[src/rtl/udp_tx_pkg.sv]
// Shared definitions for the UDP AXI-Stream transmitter.
//   state_e         : transmitter FSM states (StCsum only used with UDP_AXIS_TX_CSUM_EN)
//   UDP_HDR_BYTES   : UDP header size added to the payload length field
//   MAX_BYTES_DEFAULT : default payload capacity
//   last_keep()     : tkeep of the final payload beat from the payload length mod 4
package udp_tx_pkg;

  localparam int unsigned UDP_HDR_BYTES     = 8;
  localparam int unsigned MAX_BYTES_DEFAULT = 64;

  typedef enum logic [2:0] {
    StIdle,
    StCsum,
    StHdr0,
    StHdr1,
    StPay
  } state_e;

  // len is the payload length modulo 4; a multiple of 4 fills the whole beat.
  function automatic logic [3:0] last_keep(input logic [1:0] len);
    logic [3:0] keep;
    case (len)
      2'd0:    keep = 4'hF;
      2'd1:    keep = 4'h8;
      2'd2:    keep = 4'hC;
      default: keep = 4'hE;
    endcase
    return keep;
  endfunction

endpackage

[src/rtl/udp_csum_acc.sv]
// Ones'-complement checksum accumulator for the UDP transmitter.
//   clock      : clock
//   clear      : synchronous clear (highest priority)
//   seed_en    : load sum of the four 16-bit terms in seed_terms
//   seed_terms : {pseudo_sum, src_port, dst_port, udp_length}
//   add_en     : accumulate both 16-bit halves of add_word
//   add_word   : 32-bit payload word, already zero-padded
//   result     : final checksum (~sum, with 0x0000 sent as 0xFFFF)
module udp_csum_acc (
  input  logic        clock,
  input  logic        clear,
  input  logic        seed_en,
  input  logic [63:0] seed_terms,
  input  logic        add_en,
  input  logic [31:0] add_word,
  output logic [15:0] result
);

  logic [15:0] acc_q;

  // 17-bit add with the carry folded straight back in; cannot carry a second time.
  function automatic logic [15:0] oc_add(input logic [15:0] a, input logic [15:0] b);
    logic [16:0] s;
    s = {1'b0, a} + {1'b0, b};
    return s[15:0] + {15'b0, s[16]};
  endfunction

  always_ff @(posedge clock) begin
    if (clear) begin
      acc_q <= '0;
    end else if (seed_en) begin
      acc_q <= oc_add(oc_add(seed_terms[63:48], seed_terms[47:32]),
                      oc_add(seed_terms[31:16], seed_terms[15:0]));
    end else if (add_en) begin
      acc_q <= oc_add(oc_add(acc_q, add_word[31:16]), add_word[15:0]);
    end
  end

  // A zero checksum means "not computed" in UDP, so an all-ones sum goes out as 0xFFFF.
  assign result = (acc_q == 16'hFFFF) ? 16'hFFFF : ~acc_q;

endmodule

[src/rtl/udp_axis_tx.sv]
// UDP record to 32-bit AXI-Stream serialiser: two header beats, then payload beats.
//   clock, reset        : clock, synchronous active-high reset
//   in_valid/in_ready   : record handshake
//   in_bits_*           : payload (byte i at data[511-8i -: 8]), length, ports, checksum,
//                         pseudo-header sum
//   m_axis_*            : AXI-Stream master; tuser[0] flags a clamped length
//   len_err             : one-cycle pulse after accepting a record longer than MAX_BYTES
// Build option: define UDP_AXIS_TX_CSUM_EN to compute the UDP checksum in hardware
// (CSUM state) instead of passing in_bits_checksum through.
module udp_axis_tx
  import udp_tx_pkg::*;
#(
  parameter int unsigned MAX_BYTES = MAX_BYTES_DEFAULT,
  parameter logic [3:0]  TID       = 4'h0,
  parameter logic [3:0]  TDEST     = 4'h0
) (
  input  logic                   clock,
  input  logic                   reset,
  input  logic                   in_valid,
  output logic                   in_ready,
  input  logic [8*MAX_BYTES-1:0] in_bits_data,
  input  logic [15:0]            in_bits_len,
  input  logic [15:0]            in_bits_src_port,
  input  logic [15:0]            in_bits_dst_port,
  input  logic [15:0]            in_bits_checksum,
  input  logic [15:0]            in_bits_pseudo_sum,
  output logic                   m_axis_tvalid,
  input  logic                   m_axis_tready,
  output logic [31:0]            m_axis_tdata,
  output logic [3:0]             m_axis_tkeep,
  output logic [3:0]             m_axis_tstrb,
  output logic                   m_axis_tlast,
  output logic [3:0]             m_axis_tid,
  output logic [3:0]             m_axis_tdest,
  output logic [3:0]             m_axis_tuser,
  output logic                   len_err
);

  localparam int unsigned DataW = 8 * MAX_BYTES;
  localparam int unsigned LenW  = $clog2(MAX_BYTES + 1);
  localparam int unsigned Words = (MAX_BYTES + 3) / 4;

  state_e            state_q;
  logic [DataW-1:0]  data_q;
  logic [LenW-1:0]   eff_len_q;
  logic [4:0]        nbeats_q;
  logic [4:0]        beat_q;
  logic              in_ready_q, len_err_q;
  logic              tvalid_q, tlast_q;
  logic [31:0]       tdata_q;
  logic [3:0]        tkeep_q, tuser_q;

  logic              in_fire, clamp_in;
  logic [LenW-1:0]   eff_len_in;
  logic [LenW:0]     len_p3;
  logic [4:0]        nbeats_in;
  logic [15:0]       udp_len, hdr_chk;

  assign in_fire    = in_valid && in_ready_q;
  assign clamp_in   = in_bits_len > 16'(MAX_BYTES);
  assign eff_len_in = clamp_in ? LenW'(MAX_BYTES) : in_bits_len[LenW-1:0];
  assign len_p3     = {1'b0, eff_len_in} + (LenW+1)'(3);
  assign nbeats_in  = 5'(len_p3 >> 2);
  assign udp_len    = 16'(eff_len_q) + 16'(UDP_HDR_BYTES);

  // Payload word selection: the checksum pass walks beat_q, the output path looks one
  // beat ahead so the next beat can be registered on the current handshake.
  logic [4:0]  word_idx;
  logic        word_last;
  logic [3:0]  word_keep;
  logic [31:0] word_raw, word_data;

  always_comb begin
    case (state_q)
      StHdr1:  word_idx = '0;
      StPay:   word_idx = beat_q + 5'd1;
      default: word_idx = beat_q;
    endcase
    word_last = (word_idx == nbeats_q - 5'd1);
    word_keep = word_last ? last_keep(eff_len_q[1:0]) : 4'hF;
    word_raw  = '0;
    if (int'(word_idx) < Words) word_raw = data_q[DataW-1-32*int'(word_idx) -: 32];
    word_data = '0;
    for (int i = 0; i < 4; i++) begin
      if (word_keep[3-i]) word_data[31-8*i -: 8] = word_raw[31-8*i -: 8];
    end
  end

`ifdef UDP_AXIS_TX_CSUM_EN
  logic unused_checksum;
  assign unused_checksum = ^in_bits_checksum;

  udp_csum_acc u_csum (
    .clock      (clock),
    .clear      (reset),
    .seed_en    (in_fire),
    .seed_terms ({in_bits_pseudo_sum, in_bits_src_port, in_bits_dst_port,
                  16'(eff_len_in) + 16'(UDP_HDR_BYTES)}),
    .add_en     (state_q == StCsum),
    .add_word   (word_data),
    .result     (hdr_chk)
  );
`else
  logic        unused_pseudo;
  logic [15:0] chk_q;
  assign unused_pseudo = ^in_bits_pseudo_sum;

  always_ff @(posedge clock) begin
    if (in_fire) chk_q <= in_bits_checksum;
  end
  assign hdr_chk = chk_q;
`endif

  always_ff @(posedge clock) begin
    if (reset) begin
      state_q    <= StIdle;
      data_q     <= '0;
      eff_len_q  <= '0;
      nbeats_q   <= '0;
      beat_q     <= '0;
      in_ready_q <= 1'b1;
      len_err_q  <= 1'b0;
      tvalid_q   <= 1'b0;
      tdata_q    <= '0;
      tkeep_q    <= '0;
      tlast_q    <= 1'b0;
      tuser_q    <= '0;
    end else begin
      len_err_q <= 1'b0;
      case (state_q)
        StIdle: begin
          if (in_fire) begin
            data_q     <= in_bits_data;
            eff_len_q  <= eff_len_in;
            nbeats_q   <= nbeats_in;
            beat_q     <= '0;
            in_ready_q <= 1'b0;
            len_err_q  <= clamp_in;
            // HDR0 beat is staged now; tuser stays fixed for the whole frame.
            tdata_q    <= {in_bits_src_port, in_bits_dst_port};
            tkeep_q    <= 4'hF;
            tlast_q    <= 1'b0;
            tuser_q    <= {3'b000, clamp_in};
`ifdef UDP_AXIS_TX_CSUM_EN
            state_q    <= (nbeats_in != '0) ? StCsum : StHdr0;
            tvalid_q   <= (nbeats_in == '0);
`else
            state_q    <= StHdr0;
            tvalid_q   <= 1'b1;
`endif
          end
        end
        StCsum: begin
          if (beat_q == nbeats_q - 5'd1) begin
            beat_q   <= '0;
            state_q  <= StHdr0;
            tvalid_q <= 1'b1;
          end else begin
            beat_q <= beat_q + 5'd1;
          end
        end
        StHdr0: begin
          if (m_axis_tready) begin
            state_q <= StHdr1;
            tdata_q <= {udp_len, hdr_chk};
            tlast_q <= (eff_len_q == '0);
          end
        end
        StHdr1, StPay: begin
          if (m_axis_tready) begin
            if (tlast_q) begin
              state_q    <= StIdle;
              in_ready_q <= 1'b1;
              tvalid_q   <= 1'b0;
              tdata_q    <= '0;
              tkeep_q    <= '0;
              tlast_q    <= 1'b0;
              tuser_q    <= '0;
            end else begin
              state_q <= StPay;
              beat_q  <= (state_q == StHdr1) ? 5'd0 : beat_q + 5'd1;
              tdata_q <= word_data;
              tkeep_q <= word_keep;
              tlast_q <= word_last;
            end
          end
        end
        default: state_q <= StIdle;
      endcase
    end
  end

  assign in_ready      = in_ready_q;
  assign len_err       = len_err_q;
  assign m_axis_tvalid = tvalid_q;
  assign m_axis_tdata  = tdata_q;
  assign m_axis_tkeep  = tkeep_q;
  assign m_axis_tstrb  = tkeep_q;
  assign m_axis_tlast  = tlast_q;
  assign m_axis_tuser  = tuser_q;
  assign m_axis_tid    = TID;
  assign m_axis_tdest  = TDEST;

endmodule

[config.mk]
export PLATFORM = sky130hd
export DESIGN_NAME = udp_axis_tx
export DESIGN_NICKNAME = d
export VERILOG_FILES = /design/src/rtl/udp_tx_pkg.sv /design/src/rtl/udp_csum_acc.sv /design/src/rtl/udp_axis_tx.sv
export SDC_FILE = /design/constraint.sdc
export NUM_CORES = 1
export LEC_CHECK = 0
export CAP_MARGIN = 40
export CORE_AREA = 2 2 253 255
export CTS_CLUSTER_SIZE = 12
export DETAILED_ROUTE_END_ITERATION = 12
export DIE_AREA = 0 0 255 257
export GPL_TIMING_DRIVEN = 0
export PLACE_DENSITY = 0.73
export SYNTH_ARGS = -nofsm -noshare
export SYNTH_HDL_FRONTEND = slang
export SYNTH_SLANG_ARGS = --single-unit
export TNS_END_PERCENT = 30
[constraint.sdc]
create_clock -name clock -period 3.3 [get_ports clock]
set_input_delay 0.66 -clock clock [delete_from_list [all_inputs] [get_ports clock]]
set_output_delay 0.66 -clock clock [all_outputs]
set_load 0.02 [all_outputs]
* Word-level counts from Yosys, hierarchy flattened
Cells that the tools add are included.
** Storage, ports and cells
- Register bits after elaboration :: 592
- Logic and storage cells :: 100
** Operators by class
- Shift operators :: 1
- Reductions and logical operators :: 16
- Add/sub/neg operators :: 5
- Order comparisons :: 2
- Bitwise gates (word level) :: 2
- Multiplexer cells :: 47
- Equal/unequal tests :: 14
** Operator list (number)
- $shiftx A543 B33 Y32 :: 1
- $mux W32 :: 5
- $pmux W32 S3 :: 1
- $mux W8 :: 4
- $mux W4 :: 7
- $mux W5 :: 5
- $gt A16 B7 Y1 const B :: 1
- $pmux W4 S2 :: 2
- $reduce_and A4 Y1 :: 4
- $mux W3 :: 5
- $pmux W5 S3 :: 1
- $ne A2 B2 Y1 const B :: 6
- $pmux W3 S4 :: 1
- $sub A9 B10 Y11 const A :: 1
- $eq A5 B5 Y1 :: 2
- $mux W1 :: 10
- $pmux W5 S2 :: 1
- $pmux W3 S3 :: 1
- $add A7 B4 Y8 const B :: 1
- $add A7 B2 Y7 const B :: 1
- $logic_not A7 Y1 :: 1
- $mux W7 :: 1
- $eq A3 B2 Y1 const B :: 2
- $pmux W1 S3 :: 2
- other kinds (19) :: 21

* Longest topological paths before layout
Gate-level depths: netlist of the first run.
- Depth in word-level cells :: 9
- Mapped depth :: 12
- Mapped depth without buffers :: 9

* Least setup slack after synthesis of the first run
No wires, ideal clock.
- Kind :: reg-to-reg
- Start :: reg beat_q[1]
- End :: reg tlast_q (netlist: m_axis_tlast)
- Slack :: 805 ps
- Arrival :: 2406 ps
- Cell stages (with the launch flop) :: 10
- Clock period less this slack :: 2495 ps
- Path buffers :: 1
- Path through :: dfxtp_1 -> ha_1 -> clkbuf_1 -> nand3_1 -> xnor2_1 -> a22oi_1 -> xnor2_1 -> nand4_4 -> or4b_1 -> a311oi_2
** Between the ends
- Word-level cells in the longest chain between the ends :: 6
** RTL lines
- start, declared :: RTL line udp_axis_tx.sv:47 : logic [4:0] beat_q;
- start signal, assigned :: RTL line udp_axis_tx.sv:159 : beat_q <= beat_q + 5'd1;
- start signal, assigned :: RTL line udp_axis_tx.sv:181 : beat_q <= (state_q == StHdr1) ? 5'd0 : beat_q + 5'd1;
- $add A5 B1 Y5 :: RTL line udp_axis_tx.sv:76 : StPay: word_idx = beat_q + 5'd1;
- $pmux W5 S2 * :: RTL line udp_axis_tx.sv:74 : case (state_q)
- $eq A5 B5 Y1 * :: RTL line udp_axis_tx.sv:79 : word_last = (word_idx == nbeats_q - 5'd1);
- $mux W1 * :: RTL line udp_axis_tx.sv:171 : if (tlast_q) begin
- $mux W1 * :: RTL line udp_axis_tx.sv:170 : if (m_axis_tready) begin
- $pmux W1 S3 * :: RTL line udp_axis_tx.sv:130 : case (state_q)
- end signal, assigned :: RTL line udp_axis_tx.sv:166 : tlast_q <= (eff_len_q == '0);
- end signal, assigned :: RTL line udp_axis_tx.sv:184 : tlast_q <= word_last;
- end, declared :: RTL line udp_axis_tx.sv:49 : logic tvalid_q, tlast_q;
Mark *: on every way between the ends. The rest lies on a longest branch, timed or not. The select of a mux whose other input is x is not followed.
A chain may end at the register's enable or synchronous reset.

* Worst setup path in the final report of the first run
- Start :: reg state_q[2]
- End :: reg tdata_q[16] (netlist: m_axis_tdata[16])
** Between the ends
- Word-level cells in the longest chain between the ends :: 9
- Elaborated cells on any way between the ends :: 21
- Those cells by class :: add/sub (1); order compare (1); eq/ne (7); shift (1); mux (7); reduce/logical (4)
** RTL lines
- start, declared :: RTL line udp_axis_tx.sv:43 : state_e state_q;
- start signal, assigned :: RTL line udp_axis_tx.sv:116 : state_q <= StIdle;
- start signal, assigned :: RTL line udp_axis_tx.sv:148 : state_q <= StHdr0;
- start signal, assigned :: RTL line udp_axis_tx.sv:156 : state_q <= StHdr0;
- $eq A3 B3 Y1 / $eq A3 B2 Y1 (equally long branches) :: RTL line udp_axis_tx.sv:74, udp_axis_tx.sv:130
- $pmux W5 S2 :: RTL line udp_axis_tx.sv:74
- $sub A9 B10 Y11 :: RTL line udp_axis_tx.sv:82 : if (int'(word_idx) < Words) word_raw = data_q[DataW-1-32*int'(word_idx) -: 32];
- $shiftx A543 B33 Y32 :: RTL line udp_axis_tx.sv:82
- $mux W32 :: RTL line udp_axis_tx.sv:82
- $mux W8 :: RTL line udp_axis_tx.sv:85 : if (word_keep[3-i]) word_data[31-8*i -: 8] = word_raw[31-8*i -: 8];
- $mux W32 :: RTL line udp_axis_tx.sv:171
- $mux W32 :: RTL line udp_axis_tx.sv:170
- $pmux W32 S3 :: RTL line udp_axis_tx.sv:130
- end signal, assigned :: RTL line udp_axis_tx.sv:140 : tdata_q <= {in_bits_src_port, in_bits_dst_port};
- end signal, assigned :: RTL line udp_axis_tx.sv:165 : tdata_q <= {udp_len, hdr_chk};
- end signal, assigned :: RTL line udp_axis_tx.sv:182 : tdata_q <= word_data;
- end, declared :: RTL line udp_axis_tx.sv:50 : logic [31:0] tdata_q;
Several ways; a longest one is shown, not always the timed one. The select of a mux whose other input is x is not followed.

==> flow_summary.yaml, run 1 <==
outcome:
  outcome: "complete, but fails checks"
  violations: "setup timing"
sta:
  slew_headroom_pct: 36.0
  period_needed_ns: 3.39
  drv_slew: 0
  timing_hold_violations_final: 0
  timing.fmax_ghz: 0.295
  fin_crit_sh_pct: 103
  skew_ns: 0.0327
  setup_ws_ns: -0.0923
  rsz0062_at_grt: "true"
  final-setup-viol-count: 9
  tightest_slew_ns: 0.955
  setup_tns_ns: -0.316
power_and_ir_drop:
  p_int_w: 0.0138
  clockPowerShare_pct: 37.5
  switching_share_pct: 30.7
  power.leakage_nw: 13.3
  p_seq_share_pct: 41.1
  irDropWorstVdd_uv: 332
  combPwrFrac_pct: 21.4
  power_density_mw_per_mm2: 553
  p_switching_w: 0.00614
setup_path:
  worstPathRequired_ns: 3.80
  rr_startpoint: "state_q[2]"
  cp_max_fo: 10
  crit_type: "flip-flop to flip-flop"
  rrSetupSlack_ns: -0.09
  end_kind: "flip-flop"
  critPathCapture: "m_axis_tdata[16]"
  rr_endpoint: "m_axis_tdata[16]"
  crit_start: "state_q[2]"
  start_kind: "flip-flop"
  cp.arrival_ns: 3.89
  r2r.worst_path.cells: 12
hold_path:
  min_from: "data_q[52]"
  holdPathStages: 2
  hold_class: "flip-flop to flip-flop"
die:
  io_pins: 652
  start_util_pct: 41.6
  num_rows: 92
  die-area_mm2: 0.0655
  core_mm2: 0.0627
  die_w_um: 255
  dieHeight_um: 257
synthesis:
  yosysWarnings: 0
  ys_types: 69
  syn_avg_cell_area_um2: 7.59
  synth-async-reset-ratio_pct: 0
  synth_edf_count: 16
  syn-cell-area_mm2: 0.0261
  synthTopCellsByArea: "dfxtp_1 (44%), nand2_1 (16%), a21oi_1 (10%)"
  yosysSeqAreaShare_pct: 45.8
  synth_top_area_cell: "dfxtp_1"
  yosys.area.top_type_share_pct: 44.0
  synth-seq-cells: 589
  syn_inst: 3437
  synth-main-ff-cell: "dfxtp_1"
clock_tree:
  cts_num_sinks: 589
  clock_latency_ns: 0.62
  clk_transition_reported_paths_ns: 0.06
  htree_levels: 3
  tritoncts: "built"
  root_buffer: "clkbuf_16"
  cts_buffer_depth: 3
  hold_buffers: 0
  cts_made_buffers: 66
cells_and_area:
  num-nets-final: 4764
  nFillCells: 5967
  post-route-util_pct: 57.6
  area_growth_syn_to_layout_pct: 38.5
  register_area_mm2: 0.0120
  multi_input_area_mm2: 0.0130
  drive_above_1_share_pct: 7.03
drt:
  wirelength_mm: 131
  avgRoutedWirePerCell_um: 25.8
  drt-vias-per-instance: 5.78
  drtPass1Iterations: 8
  vias: 29248
  drt_iter0_markers: 3375
  ant_nets: 0
  drc: 0
global_routing:
  overflow: 0
  grt_pass1_wl_mm: 182
  grt.total_usage_pct: 38.5
  antenna_found_initial: 8
  grt_max_degree: 19
  first_global_vias: 27278
placement:
  io_buffer_count: 624
  routabilityCongestion: 1.03
  hpwl_mm: 105
flow_run:
  maxCapViolations: 0
==> per-stage QoR <==
stage	hold WS (ns)	cell area, µm²	cells	worst slack, ns	total power, W
global route	0.468	36200	5058	-0.0296	0.0206
floorplan	0.432	26100	3447	0.805	0.0103
detailed placement	0.442	33600	4930	-0.816	0.0124
CTS	0.450	35900	5055	0.00553	0.0198
global placement	0.438	33400	4917	-1.11	0.0124
finish	0.453	36200	5059	-0.0923	0.0200
==> layout make-up <==
type,count,area share [%]
Timing Repair Buffer,650,17.9
Sequential cell,589,33.1
Inverter,12,0.125
Antenna cell,2,0.0138
Tap cell,846,2.93
Multi-Input combinational cell,2529,36.0
Clock inverter,20,0.588
Buffer,314,4.05
Clock buffer,97,5.40
==> per-layer routing <==
layer  up-vias  wire (µm)  global-route usage (%)
met5         -         36                       0
met4         6       8610                    22.7
met3       362      14000                    7.53
met2      1761      58500                    60.7
met1     13881      49700                    48.7
li1      13238          -                       -
==> logic make-up (layout without fill, tap and decap cells) <==
family	count (synthesis)	after routing	share of synthesized area, %
adder cells (fa/ha/maj)	6	6	0.288
multiplexers	43	43	1.86
XOR/XNOR	21	21	0.940
flip-flops	589	589	45.8
AO/OA/AOI/OAI	902	902	21.3
buffers and inverters	329	1093	5.34
other	1	13	0.0144
AND/OR/NAND/NOR	1546	1546	24.5
==> synth_stat cells, types with 7 or more instances <==
master,count
nand2_1,1136
a221oi_1,21
mux2_2,15
inv_1,12
clkbuf_1,237
o311ai_0,66
a21oi_1,536
nor3_1,9
and3_1,15
buf_4,24
buf_1,12
mux2i_1,25
o21ai_0,16
o211ai_1,121
dfxtp_1,573
a311oi_1,10
o41ai_1,25
nand4_1,26
o22ai_1,8
or3_1,97
nor2_1,175
o21bai_1,36
or2_2,20
nand3_1,44
xnor2_1,12
a32oi_1,7
buf_2,42
edfxtp_1,16
a31oi_1,20
==> power groups by stage <==
stage | Sequential, W | Combinational (W) | Clock (W)
finish | 0.00822 | 0.00427 | 0.00750
global route | 0.00826 | 0.00453 | 0.00778
CTS | 0.00819 | 0.00415 | 0.00748
detailed placement | 0.00834 | 0.00410 | 0
global placement | 0.00832 | 0.00404 | 0
floorplan | 0.00829 | 0.00200 | 0
==> how the worst min path moves through the flow <==
stage             endpoint  slack [ns]
3_3_place_gp   data_q[244]        0.44
4_1_cts         data_q[47]        0.45
6_report        data_q[52]        0.45
2_1_floorplan  data_q[100]        0.43
3_5_place_dp   data_q[228]        0.44
5_1_grt        data_q[200]        0.47
==> registers in the layout, summed over array words and instances, names as in the netlist, 3 cells and up <==
name	count
beat_q	5
chk_q	16
data_q	512
eff_len_q	7
m_axis_tdata	32
m_axis_tkeep	4
nbeats_q	5
state_q	3
==> worst max-delay path, cell delays in order (launching register included) <==
cell	delay, ns
dfxtp_1	0.32
buf_6	0.14
or3b_1	0.37
buf_6	0.17
nor2_4	0.18
buf_4	0.17
clkbuf_8	0.16
clkbuf_8	0.16
or3_1	0.10
o211ai_1	0.21
o211ai_1	0.38
nand4_1	0.50
o41ai_2	0.40
==> placed cells by master, fill, tap and decap left out, types with 12 or more instances in the layout <==
cell type and n:
a21oi_1 536, a221oi_1 21, a31oi_1 20, and3_1 15
buf_2 33, buf_4 37, buf_6 14, clkbuf_1 226
clkbuf_16 68, clkbuf_2 21, clkbuf_8 16, clkdlybuf4s50_1 624
dfxtp_1 571, edfxtp_1 16, inv_1 12, mux2_2 15
mux2i_1 25, nand2_1 1136, nand3_1 44, nand4_1 26
nor2_1 172, o211ai_1 121, o21ai_0 15, o21bai_1 36
o311ai_0 42, o311ai_1 22, o41ai_1 18, or2_2 20
or3_1 97, xnor2_1 12
==> repair_timing <==
item | 4_1_cts | 5_1_grt
setup endpoints to repair | 56 | 97
gates resized for setup | 55 | 78
buffers inserted | 9 | 4
pin swaps | 18 | 21
No activity file was read; power rests on OpenSTA's default activity.
==> run 2: changes to the inputs <==
ABC_AREA = 1   (was default)
CORE_AREA = 2 2 252 254   (was 2 2 253 255)
DIE_AREA = 0 0 254 256   (was 0 0 255 257)
PLACE_DENSITY = 0.76   (was 0.73)
==> flow_summary.yaml, run 2 <==
hold_path:
  worstHoldEndpoint: "data_q[100]"
  holdPathStages: 2
  min_from: "data_q[100]"
  hold_class: "flip-flop to flip-flop"
sta:
  slew_headroom_pct: 38.0
  final-setup-viol-count: 0
  skew_ns: 0.0294
  tightest_slew_ns: 0.930
  rsz0062_at_grt: "true"
  period_needed_ns: 3.22
  timing_hold_violations_final: 0
  timing.fmax_ghz: 0.311
  fin_crit_sh_pct: 97.5
  drv_slew: 0
clock_tree:
  cts_made_buffers: 67
  root_buffer: "clkbuf_16"
  clock_latency_ns: 0.61
  htree_levels: 3
  hold_buffers: 0
  tritoncts: "built"
  clk_transition_reported_paths_ns: 0.06
  cts_buffer_depth: 3
  postCtsSetupBuffers: 0
  cts_num_sinks: 589
die:
  num_rows: 92
  die-area_mm2: 0.0650
  start_util_pct: 43.9
  io_pins: 652
  dieHeight_um: 256
  core_mm2: 0.0624
  die_w_um: 254
flow_run:
  maxCapViolations: 0
cells_and_area:
  num-nets-final: 5231
  mostFrequentLayoutCell: "clkdlybuf4s50_1"
  area_growth_syn_to_layout_pct: 34.9
  largest_reg_flops: 512
  drive_above_1_share_pct: 4.24
  final_area_mm2: 0.0370
  top_register: "data_q"
  final_cells: 5538
  final_cell_mix: "clkdlybuf4s50_1 (623), dfxtp_1 (573), o21ai_0 (557)"
power_and_ir_drop:
  power_density_mw_per_mm2: 1010
  power.leakage_nw: 15.0
  irDropWorstVdd_uv: 482
synthesis:
  yosysWarnings: 0
  synth-async-reset-ratio_pct: 0
  syn-cell-area_mm2: 0.0274
  synth-xor-area-share_pct: 0.0639
  synth-main-ff-cell: "dfxtp_1"
  synth_adder_area_share_pct: 0.274
  synth_edf_count: 16
  synth-simple-area-share_pct: 22.1
  yosysSeqAreaShare_pct: 43.6
  ys_types: 33
  synth_common_cells: "dfxtp_1 (573), o21ai_0 (557), a21oi_1 (507)"
  syn_avg_cell_area_um2: 6.99
  synthMuxAreaShare_pct: 0
  synthTopCellsByArea: "dfxtp_1 (42%), o21ai_0 (10%), a21oi_1 (9.3%)"
  synth_top_family_by_area: "simple AND/OR/NAND/NOR gates"
  synth_top_area_cell: "dfxtp_1"
  yosys.area.top_type_share_pct: 41.9
  post-synth-top-count-cell: "dfxtp_1"
  syn_inst: 3921
  synth_compound_area_share_pct: 21.6
  synth-seq-cells: 589
drt:
  drt-vias-per-instance: 5.60
  avgRoutedWirePerCell_um: 22.6
  drtPass1Iterations: 6
  ant_nets: 0
  wirelength_mm: 125
  drt_iter0_markers: 3581
  drc: 0
  vias: 31017
placement:
  io_buffer_count: 623
  routabilityCongestion: 0.979
  dpl_cell_area_mm2: 0.0348
  hpwl_mm: 99.2
  dp.cells: 5406
setup_path:
  r2r.worst_path.cells: 14
  cp.arrival_ns: 3.71
  crit_type: "flip-flop to flip-flop"
  worstPathRequired_ns: 3.79
  end_kind: "flip-flop"
  cp_max_fo: 10
  start_kind: "flip-flop"
  rrSetupSlack_ns: 0.08
  rr_endpoint: "m_axis_tdata[10]"
  rr_startpoint: "state_q[2]"
global_routing:
  grt_pass1_wl_mm: 178
  antenna_found_initial: 28
  grt.total_usage_pct: 37.1
  grt_max_degree: 18
  first_global_vias: 29006
  overflow: 0
outcome:
  outcome: "completed"
[run 2: cell types whose count changed after synthesis, moves of 97 or more]
cell,previous run,this run
nand2_1,1136,492
o21ai_0,16,557
inv_1,12,502
nand3_1,44,382
nand4_1,26,223
or3_1,97,0
[run 2: kinds of logic after synthesis]
| logic type | after synthesis |
|---|---|
| xor+xnor | 2 |
| buf+inv | 865 |
| fa+ha+maj | 6 |
| compound gates | 1143 |
| other cells | 1 |
| flops | 589 |
| simple gates | 1315 |
[run 2: how the worst max path moves through the flow]
stage | slack, ns | cells past startpoint | start | end
floorplan | 1.06 | 9 | in_valid | m_axis_tdata[13]
global placement | -0.28 | 8 | in_valid | data_q[506]
detailed placement | -0.21 | 9 | in_valid | data_q[0]
CTS | 0.19 | 15 | state_q[0] | m_axis_tdata[19]
global route | -0.03 | 15 | state_q[0] | m_axis_tdata[19]
finish | 0.08 | 14 | state_q[2] | m_axis_tdata[10]
[run 2: where the power goes]
group	total (W)	leakage (nW)	internal (W)	switching, W
clock network	0.00729	1.03	0.00420	0.00309
registers	0.0102	4.87	0.00947	0.000752
logic	0.0199	9.07	0.00579	0.0141
total	0.0374	15.0	0.0195	0.0179
[run 2: final cells by class]
class	count	area (µm²)
Sequential cell	589	12000
Multi-Input combinational cell	2477	12100
Buffer	356	1480
Clock buffer	98	2010
Inverter	509	1910
Clock inverter	15	92.6
Timing Repair Buffer	629	6310
Fill cell	5943	25400
Tap cell	846	1060
Antenna cell	19	47.5
[run 2: through the flow]
stage | setup WS, ns | util (%) | TNS, ns | hold WS (ns) | power (W)
final | 0.0839 | 59.2 | 0 | 0.451 | 0.0374
after global routing | -0.0295 | 59.2 | -0.0458 | 0.462 | 0.0394
after CTS | 0.188 | 59.2 | 0 | 0.453 | 0.0368
after detailed placement | -0.205 | 55.8 | -9.67 | 0.444 | 0.0295
after global placement | -0.276 | 55.7 | -18.13 | 0.439 | 0.0292
after floorplan | 1.06 | - | 0 | 0.430 | 0.0219
[run 2: repair_timing]
| item | in CTS | in global routing |
|---|---|---|
| endpoints found under the hold margin | 0 | 0 |
| resized for setup | 0 | 5 |
| setup endpoints to repair | 0 | 5 |
[run 2: layer usage]
metal / up-vias / part of all wire [%] / global-route usage (%)
met3: 352 / 9.3 / 6.00
met4: 16 / 5.9 / 21.4
li1: 14547 / - / -
met2: 1659 / 45 / 58.7
met1: 14443 / 40 / 47.6
met5: - / 0.084 / 0
[run 2: critical path, cell delays in order, from the launching register on]
cell	delay, ns
dfxtp_1	0.41
inv_2	0.17
nand3_2	0.23
nand3_2	0.35
buf_2	0.43
buf_2	0.33
nand2_1	0.08
nand3_1	0.07
nand3_1	0.22
nand2_1	0.28
nand2_1	0.10
nand2_1	0.15
nor2_1	0.09
nor2_1	0.12
nor2_1	0.05
==> patch (config.mk and constraints of run 2) <==
`MAX_BYTES_DEFAULT`: 64 -> 32.
--- a/src/rtl/udp_tx_pkg.sv
+++ b/src/rtl/udp_tx_pkg.sv
@@ -6,7 +6,7 @@
 package udp_tx_pkg;
 
   localparam int unsigned UDP_HDR_BYTES     = 8;
-  localparam int unsigned MAX_BYTES_DEFAULT = 64;
+  localparam int unsigned MAX_BYTES_DEFAULT = 32;
 
   typedef enum logic [2:0] {
     StIdle,
Interface: changed (resized in_bits_data); port bits go from 652 to 396. The function was not compared with the original's and may differ.
==> patch against run 2 <==
Area after synthesis shrank 44%; worst setup slack gained 0.11 ns; sequential cell count shrank 257; hold slack gained 0.0018 ns; cell count shrank 37%; first-iteration DRC count shrank 59%; cell area shrank 42%; power shrank 54%; routed wire length shrank 44%; largest power group unchanged.
==> patch: results (changes against run 2) <==
- H-tree depth: 2 (-1)
- Outcome: completed
- Vias in the first global route: 15800 (-46%)
- Met2 WL: 32400 µm (-42%)
- Data arrival, critical path: 3.59 ns (-0.12 ns)
- Total of buffers placed on input and output ports: 368 (-41%)
- Ranking of synthesized cells by instance count: o21ai_0, dfxtp_1, a21oi_1
- Post-route antenna net violation count: 0 (unchanged)
- GP Congestion: 0.918 (-6.2%)
- Detailed-route wire length per cell: 19.9 µm (-12%)
- Wire length of the first global-routing pass: 99200 µm (-44%)
- Setup fix buffers added after clock tree synthesis: 0 (unchanged)
- Detailed Routing Iterations Pass 1: 6 (unchanged)
- Clk slew on worst S/H paths: 0.06 ns (about the same)
- Instance count after placement with tap cells included: 3418 (-37%)
- Sequential fraction of the synthesis area: 0.442 (+0.00544)
- Dominant synthesized flop cell: dfxtp_1
- Static power due to leakage: 0.00842 µW (-44%)
- Final TNS setup: 0 ns (unchanged)
- Cells taking the most area after synthesis: dfxtp_1, o21ai_0, a21oi_1, nand3_1, inv_1
- Via count normalized by instance count: 4.78 (-15%)
- Clock latency at the later pin of the worst-skew pair: 0.56 ns (-0.05 ns)
- Warning count from the yosys run: 0 (unchanged)
- Post-synthesis area per instance: 7.04 µm² (+0.71%)
- Global routing usage summed across all routing layers: 0.206 (-0.164)
- Largest net degree at the start of global routing: 17 (-1)
- Largest fanout of any net on the critical path: 9 (-1)
- Number of nets in the final layout: 2959 (-43%)
- Max reg flops: 256 (-50%)
- Clock skew: 0.0157 ns (-0.0137 ns)
- Top reg by flops: data_q
- DR vias: 16700 (-46%)
- Sum of routed wire segments on met1: 28800 µm (-42%)
- Met3 wirelength from detailed routing: 5600 µm (-52%)
- Placed standard-cell area: 0.0203 mm² (-42%)
- EDFF count, synth: 16 (unchanged)
- Measured slew at the worst slew-check pin: 0.767 ns (-0.163 ns)
- Class of the most critical hold timing path: register to register
- Ratio of cells with drive above 1 in the final layout: 0.0553 (+0.0130)
- Worst VDD drop: 0.334 mV (-31%)
- Async set-reset flop share out of synthesis: 0 (unchanged)
- Clock Tree Root: clkbuf_16
- Unique cell type count in the Yosys netlist: 37 (+12%)
- TritonCTS buffer count: 38 (-43%)
- Cell count of the worst reg-to-reg path: 12 (-2)
- Detailed placement HPWL: 55100 µm (-45%)
- DR iter-0 viols: 1469 (-59%)
- Pre-CTS WS: -0.476 ns (-0.271 ns)
- Antenna violations before repair: 23 (-18%)
patch: final timing paths:
check	start	end	slack [ns]
hold / removal	data_q[132]	data_q[132]	0.45
hold reg to reg	data_q[132]	data_q[132]	0.45
setup reg to reg	state_q[0]	m_axis_tdata[30]	0.20
setup / recovery	state_q[0]	m_axis_tdata[30]	0.20
patch: logic make-up after synthesis:
| group | share of synthesized area |
|---|---|
| buf+inv | 0.112 |
| simple gates | 0.218 |
| xor+xnor | 0.00170 |
| flops | 0.442 |
| fa+ha+maj | 0.00568 |
| compound gates | 0.220 |
| other cells | 0.000243 |
patch: worst max-delay path, cell delays in order (launching register included):
cell and delay (ns):
dfxtp_1 0.55, nor2_4 0.12, nand2_4 0.15, nand2_4 0.13, inv_2 0.13, nand2_1 0.08, nand2_1 0.16, inv_1 0.09
ha_1 0.27, nand3b_1 0.22, nor3_2 0.63, nand3_1 0.29, a21oi_1 0.20
patch: layout make-up:
class                           count  area, µm²
Sequential cell                   332       6810
Inverter                          245        920
Buffer                            180        811
Clock inverter                     10        108
Fill cell                        6651      40800
Clock buffer                       57       1170
Antenna cell                       15       37.5
Timing Repair Buffer              372       3740
Multi-Input combinational cell   1443       6920
Tap cell                          846       1060
patch: power breakdown:
part	internal (µW)	switching, µW
combinational	2300	4460
sequential	5410	507
clock	2600	1790
patch: routing by layer:
metal  vias to the layer above  global-route usage
met4                        20              0.0804
met2                       693               0.339
met5                         -                   0
li1                       8115                   -
met3                       149              0.0452
met1                      7751               0.262
patch: what timing repair did:
item	CTS	global route
endpoints found under the hold margin	0	0
gates resized for setup	0	3
endpoints found under the setup margin	0	7
